`src/rtl/simplebus_ram_bridge.sv`:
```
// Bridges a single-outstanding valid/ready memory request onto the 64-bit RAM helper's
// word-indexed read/write ports, sequencing its one-cycle read latency.
`timescale 1ns/1ps
module simplebus_ram_bridge #(
    parameter int                ADDR_W    = 32,
    parameter logic [ADDR_W-1:0] RAM_BASE  = 32'h8000_0000,
    parameter logic [ADDR_W-1:0] RAM_BYTES = 32'h0800_0000
) (
    input  logic              clk,
    input  logic              reset,
    input  logic              req_valid,
    output logic              req_ready,
    input  logic [ADDR_W-1:0] req_addr,
    input  logic              req_cmd,
    input  logic [7:0]        req_wmask,
    input  logic [63:0]       req_wdata,
    output logic              resp_valid,
    input  logic              resp_ready,
    output logic [63:0]       resp_rdata,
    output logic              resp_err,
    output logic              resp_cmd,
    output logic [63:0]       ram_rIdx,
    input  logic [63:0]       ram_rdata,
    output logic [63:0]       ram_wIdx,
    output logic [63:0]       ram_wdata,
    output logic [63:0]       ram_wmask,
    output logic              ram_wen
);

    typedef enum logic [2:0] {IDLE, RD, CAP, WR, RESP} state_t;

    state_t state, next_state;

    // One extra bit so BASE+BYTES at the top of the address space cannot wrap.
    localparam logic [ADDR_W:0] BASE_EXT  = {1'b0, RAM_BASE};
    localparam logic [ADDR_W:0] LIMIT_EXT = {1'b0, RAM_BASE} + {1'b0, RAM_BYTES};

    logic              fire;
    logic              in_range;
    logic [ADDR_W-1:0] offset;
    logic [63:0]       index;
    logic [63:0]       wmask_bits;
    logic              unused_low;

    assign fire       = req_valid & req_ready;
    assign in_range   = ({1'b0, req_addr} >= BASE_EXT) && ({1'b0, req_addr} < LIMIT_EXT);
    assign offset     = req_addr - RAM_BASE;
    assign index      = 64'(offset[ADDR_W-1:3]);
    assign unused_low = ^offset[2:0];

    always_comb begin
        wmask_bits = '0;
        for (int i = 0; i < 8; i++) begin
            wmask_bits[8*i +: 8] = {8{req_wmask[i]}};
        end
    end

    always_ff @(posedge clk) begin
        if (reset) begin
            state <= IDLE;
        end else begin
            state <= next_state;
        end
    end

    always_comb begin
        next_state = state;
        req_ready  = 1'b0;
        resp_valid = 1'b0;
        ram_wen    = 1'b0;
        case (state)
            IDLE: begin
                req_ready = 1'b1;
                if (req_valid) begin
                    if (!in_range) begin
                        next_state = RESP;
                    end else if (req_cmd) begin
                        next_state = WR;
                    end else begin
                        next_state = RD;
                    end
                end
            end
            RD:   next_state = CAP;
            CAP:  next_state = RESP;
            WR: begin
                ram_wen    = 1'b1;
                next_state = RESP;
            end
            RESP: begin
                resp_valid = 1'b1;
                if (resp_ready) begin
                    next_state = IDLE;
                end
            end
            default: next_state = IDLE;
        endcase
    end

    // Helper-side outputs are loaded at the fire edge so they are already valid in RD/WR.
    always_ff @(posedge clk) begin
        if (reset) begin
            resp_rdata <= '0;
            resp_err   <= 1'b0;
            resp_cmd   <= 1'b0;
            ram_rIdx   <= '0;
            ram_wIdx   <= '0;
            ram_wdata  <= '0;
            ram_wmask  <= '0;
        end else begin
            if (fire) begin
                resp_cmd   <= req_cmd;
                resp_err   <= ~in_range;
                resp_rdata <= '0;
                if (in_range && !req_cmd) begin
                    ram_rIdx <= index;
                end
                if (in_range && req_cmd) begin
                    ram_wIdx  <= index;
                    ram_wdata <= req_wdata;
                    ram_wmask <= wmask_bits;
                end
            end
            if (state == CAP) begin
                resp_rdata <= ram_rdata;
            end
        end
    end

endmodule
```
`config.mk`:
```
export PLATFORM = sky130hd
export DESIGN_NAME = simplebus_ram_bridge
export DESIGN_NICKNAME = d
export VERILOG_FILES = /design/src/rtl/simplebus_ram_bridge.sv
export SDC_FILE = /design/constraint.sdc
export NUM_CORES = 1
export LEC_CHECK = 0
export CAP_MARGIN = 20
export CORE_AREA = 2 2 195 197
export CTS_CLUSTER_SIZE = 28
export DETAILED_ROUTE_END_ITERATION = 8
export DIE_AREA = 0 0 197 199
export MAX_ROUTING_LAYER = met4
export SYNTH_ARGS = -nofsm -noshare
export SYNTH_HDL_FRONTEND = slang
export SYNTH_SLANG_ARGS = --single-unit
```
`constraint.sdc`:
```
create_clock -name clk -period 2.61 [get_ports clk]
set_input_delay 0.522 -clock clk [delete_from_list [all_inputs] [get_ports clk]]
set_output_delay 0.522 -clock clk [all_outputs]
set_load 0.03 [all_outputs]
```
# Word level (Yosys, flattened, before mapping)
# Index checks and enable logic that the tools add are counted.
# op_classes
n_addsub,1
n_reduce_logical,10
n_eq_ne,6
order_cmp,2
mux,10
bitwise_logic,2
# op_table
operator,count
$mux 64,2
$ge 32x32->1 const B,1
$lt 32x32->1 const B,1
$sub 32x32->32 const B,1
$pmux 3 s4,1
$mux 3,3
$eq 3x2->1 const B,2
$reduce_and 2->1,3
$ne 2x2->1 const B,2
$eq 3x1->1 const B,1
$eq 3x3->1 const B,1
$logic_and 1x1->1,3
$logic_not 3->1,1
$mux 1,3
$mux 2,1
$reduce_bool 2->1,1
$reduce_or 2->1,1
$and 1x1->1,1
$logic_not 1->1,1
$not 1->1,1
# word_totals
out_inout_bits,325
reg_bits,248
wordCells,39
input_bits,173

# Longest topological paths before layout
# Gate-level depths: netlist of the first run.
# depth
depth_word,5
depth_mapped,7

# Worst setup path before layout of the first run
# No wires, ideal clock.
# synth_timing
kind,input-to-reg
startpoint,in req_addr[28]
endpoint,reg ram_wIdx[23]
path_buffers,3
arrival_time_ns,2.055
path_slack_ns,0.484
path_stages,6
path_cell_list,or4b_1 clkbuf_1 nor4b_2 buf_2 buf_2 mux2i_1
# synth_between
elab_chain_len,4
# synth_rtl
element,line,source
from (decl),13,"input logic [ADDR_W-1:0] req_addr,"
$ge 32x32->1 or $lt 32x32->1 (tied branches),46,"assign in_range = ({1'b0, req_addr} >= BASE_EXT) && ({1'b0, req_addr} < LIMIT_EXT);"
$logic_and 1x1->1 (*),46,
$logic_and 1x1->1 (*),118,if (in_range && req_cmd) begin
$reduce_and 2->1 (no line) (*),--,
to (signal assigned),119,ram_wIdx <= index;
to (decl),24,"output logic [63:0] ram_wIdx,"
# Mark *: on every way between the ends. The rest lies on a longest branch, timed or not.
# A chain may end at the register's enable or synchronous reset.

# Worst setup path after layout of the first run
# layout_timing
startpoint,reg state[2]
endpoint,out resp_valid
# layout_between
elab_chain_len,2
# layout_rtl
element,line,source
from (decl),32,"state_t state, next_state;"
from (signal assigned),62,state <= next_state;
$eq 3x3->1,71,case (state)
$mux 1,71,
to (decl),17,"output logic resp_valid,"
# No other way between the ends.

==> impl_metrics.env, run 1 <==
export IMPL_outcome="complete, no violations"
export IMPL_postRouteAntennaNets=0
export IMPL_cts_hold_buf=0
export IMPL_clkPwrFrac=0.407
export IMPL_antenna_found_initial=1
export IMPL_hold_violations=0
export IMPL_die_area_sq_mm=0.0392
export IMPL_synth_top_cell_area_share=0.445
export IMPL_route_vias_total=7395
export IMPL_drive_gt1_frac=0.0530
export IMPL_synthCells=961
export IMPL_switching_share=0.248
export IMPL_synth_cell_types=26
export IMPL_setup_worst_path_start_class="register"
export IMPL_crit_arrival_ns=1.89
export IMPL_slowest_stage="clkdlybuf4s50_1"
export IMPL_synth_area_leader_cell="dfxtp_1"
export IMPL_critPathKind="register to output pin"
export IMPL_ys_warn_count=0
export IMPL_cp_end_kind="output pin"
export IMPL_fin_cells=1797
export IMPL_clkTransAtPathRegs_ns=0.07
export IMPL_final_max_slew_viol_count=0
export IMPL_pwr_share_comb=0.110
export IMPL_maxCapViolations=0
export IMPL_rsz0062_at_grt="no"
export IMPL_worst_slew_pin_slew_ns=0.778
export IMPL_hold_path_class="register to register"
export IMPL_power_density_mw_per_mm2=462
export IMPL_synth_area_top_cells="dfxtp_1 44%, nand2b_1 15%, mux2i_1 14%"
export IMPL_drt_iter0_drc=196
export IMPL_worst_slack_ns=0.195
export IMPL_dp_cells=1766
export IMPL_die_w_um=197
export IMPL_cts_root_buf="clkbuf_16"
export IMPL_cts_resized=0
export IMPL_clock_fmax_mhz=414
export IMPL_fin_skew_ns=0.00822
export IMPL_cts_made_buffers=17
export IMPL_start_util=0.241
export IMPL_hpwl_mm=19.2
export IMPL_cts_sinks=199
export IMPL_pwr_share_seq=0.482
export IMPL_multiInputGateArea_sq_mm=0.00396
export IMPL_yosysSeqAreaShare=0.445
export IMPL_port_buffers=424
export IMPL_net_switching_power_mw=1.57
export IMPL_cp_max_fo=9
export IMPL_clock_path_buffers=2
export IMPL_crit_buf_inv=1
export IMPL_gr_usage_all_layers=0.131
export IMPL_min_period_over_period=0.925
export IMPL_final_area_sq_mm=0.0137
export IMPL_place_area_sq_mm=0.0132
export IMPL_worst_ep_required_time_ns=2.09
export IMPL_gp_congestion=0.761
export IMPL_setup_viol=0
export IMPL_synth_seq_cells=199
export IMPL_fillCellCount=3790
export IMPL_insertion_delay_ns=0.45
export IMPL_area_delta_synth_final_pct=53.1
export IMPL_drtPass1Iterations=4
export IMPL_routedWlPerCell_um=14.5
export IMPL_leakage_nw=4.83
export IMPL_row_count=71
export IMPL_dieHeight_um=199
export IMPL_core_area_sq_mm=0.0371
export IMPL_syn_avg_cell_area_sq_um=9.32
export IMPL_cts_htree_levels=4
export IMPL_top_level_ports=498
export IMPL_layout_common_cells="423 x clkdlybuf4s50_1, 217 x nand2b_1, 199 x dfxtp_1"
export IMPL_grt_max_degree=81
export IMPL_viasPerCell=4.12
export IMPL_slew_headroom=0.481
export IMPL_overflow=0
export IMPL_drc_errors=0
export IMPL_grt_pass1_wl_mm=38.5
export IMPL_setup_tns_ns=0
export IMPL_crit_family="buffers and inverters"
export IMPL_dp_slack_ns=-0.215
export IMPL_nets=1484
export IMPL_cts_tree="built"
export IMPL_path_cells="nor3b_1 > clkdlybuf4s50_1"
export IMPL_slowest_delay_ns=0.73
export IMPL_drt_total_wl_mm=26.0
export IMPL_final_common_cell="clkdlybuf4s50_1"
export IMPL_cellInternalPower_mw=4.76
export IMPL_post_cts_setup_buffers=0
export IMPL_p_total_mw=6.34
export IMPL_min_period_ns=2.41
export IMPL_ir_worst_vdd_uv=445
export IMPL_grt_pass1_vias=7061
export IMPL_netlist_area_sq_mm=0.00895
export IMPL_seq_area_sq_mm=0.00398
-- cells in the mapped netlist (all sizes together) --
| cell type | n |
|---|---|
| nand2b | 217 |
| dfxtp | 199 |
| buf | 151 |
| mux2i | 121 |
| nand2 | 65 |
| a21oi | 64 |
| nand3 | 64 |
| clkbuf | 46 |
| nor3b | 13 |
| nor3 | 5 |
| or4b | 3 |
| nor2 | 2 |
| nor4 | 2 |
| a31oi | 1 |
| conb | 1 |
| inv | 1 |
| nor2b | 1 |
| nor4b | 1 |
| o21a | 1 |
| o21ai | 1 |
| or3b | 1 |
| or4 | 1 |
-- power by group through the flow --
stage / Sequential (mW) / Clock, mW / Combinational [mW]
final: 3.06 / 2.58 / 0.699
after global routing: 3.06 / 2.82 / 0.750
after CTS: 3.05 / 2.70 / 0.705
after detailed placement: 3.13 / 0 / 0.703
after global placement: 3.13 / 0 / 0.699
after floorplan: 3.15 / 0 / 0.411
-- stage by stage --
stage	util	hold slack, ns
after detailed placement	0.354	0.457
final	0.369	0.464
after global routing	0.369	0.481
after CTS	0.369	0.468
after floorplan	-	0.543
after global placement	0.354	0.453
-- logic make-up (layout without fill, tap and decap cells) --
logic type             after synthesis  in the layout  synth area share
other                                1             71          0.000419
AND/OR/NAND/NOR                    375            375             0.239
multiplexers                       121            121             0.135
flip-flops                         199            199             0.445
buffers and inverters              198            490             0.143
AO/OA/AOI/OAI                       67             67            0.0379
-- path summary, 6_finish.rpt --
path,startpoint,end,slack [ns],cells past startpoint
max reg2reg,state[0],ram_rIdx[24],0.38,5
min reg2reg,resp_rdata[45],resp_rdata[45],0.46,2
max,state[2],resp_valid,0.20,2
min,resp_rdata[45],resp_rdata[45],0.46,2
-- worst reg2reg max path: cells and delay by family (launching register included) --
kind / cells / cell delay (ns)
DFF: 1 / 0.39
and+or+nand+nor: 3 / 1.15
buffers and inverters: 2 / 0.58
-- metal layers --
layer / GRT usage / vias up / part of all wire
met2: 0.213 / 294 / 0.49
li1: - / 3638 / -
met3: 0.0432 / 30 / 0.076
met1: 0.148 / 3433 / 0.41
met4: 0.0526 / 0 / 0.023
met5: - / - / 0
-- state kept, by name (all words and copies together), names as in the netlist --
signal / cells
ram_rIdx: 29
resp_cmd: 1
state: 3
ram_wdata: 64
ram_wIdx: 29
resp_rdata: 64
resp_err: 1
ram_wmask: 8
-- final cells by class --
type	count	share of cell area
flip-flops and latches	199	0.291
well taps	474	0.0433
inverters	1	0.000274
clock inverters	9	0.00685
multi-input cells	633	0.289
diodes	1	0.000183
repair buffers	459	0.336
clock buffers	21	0.0336
Power figures use the tool's default switching activity.
==> run 2, diff against run 1 <==
- CAP_MARGIN: 20 -> 10
==> results of run 2 <==
Final layout, timing and power as in run 1 (identical DEF).
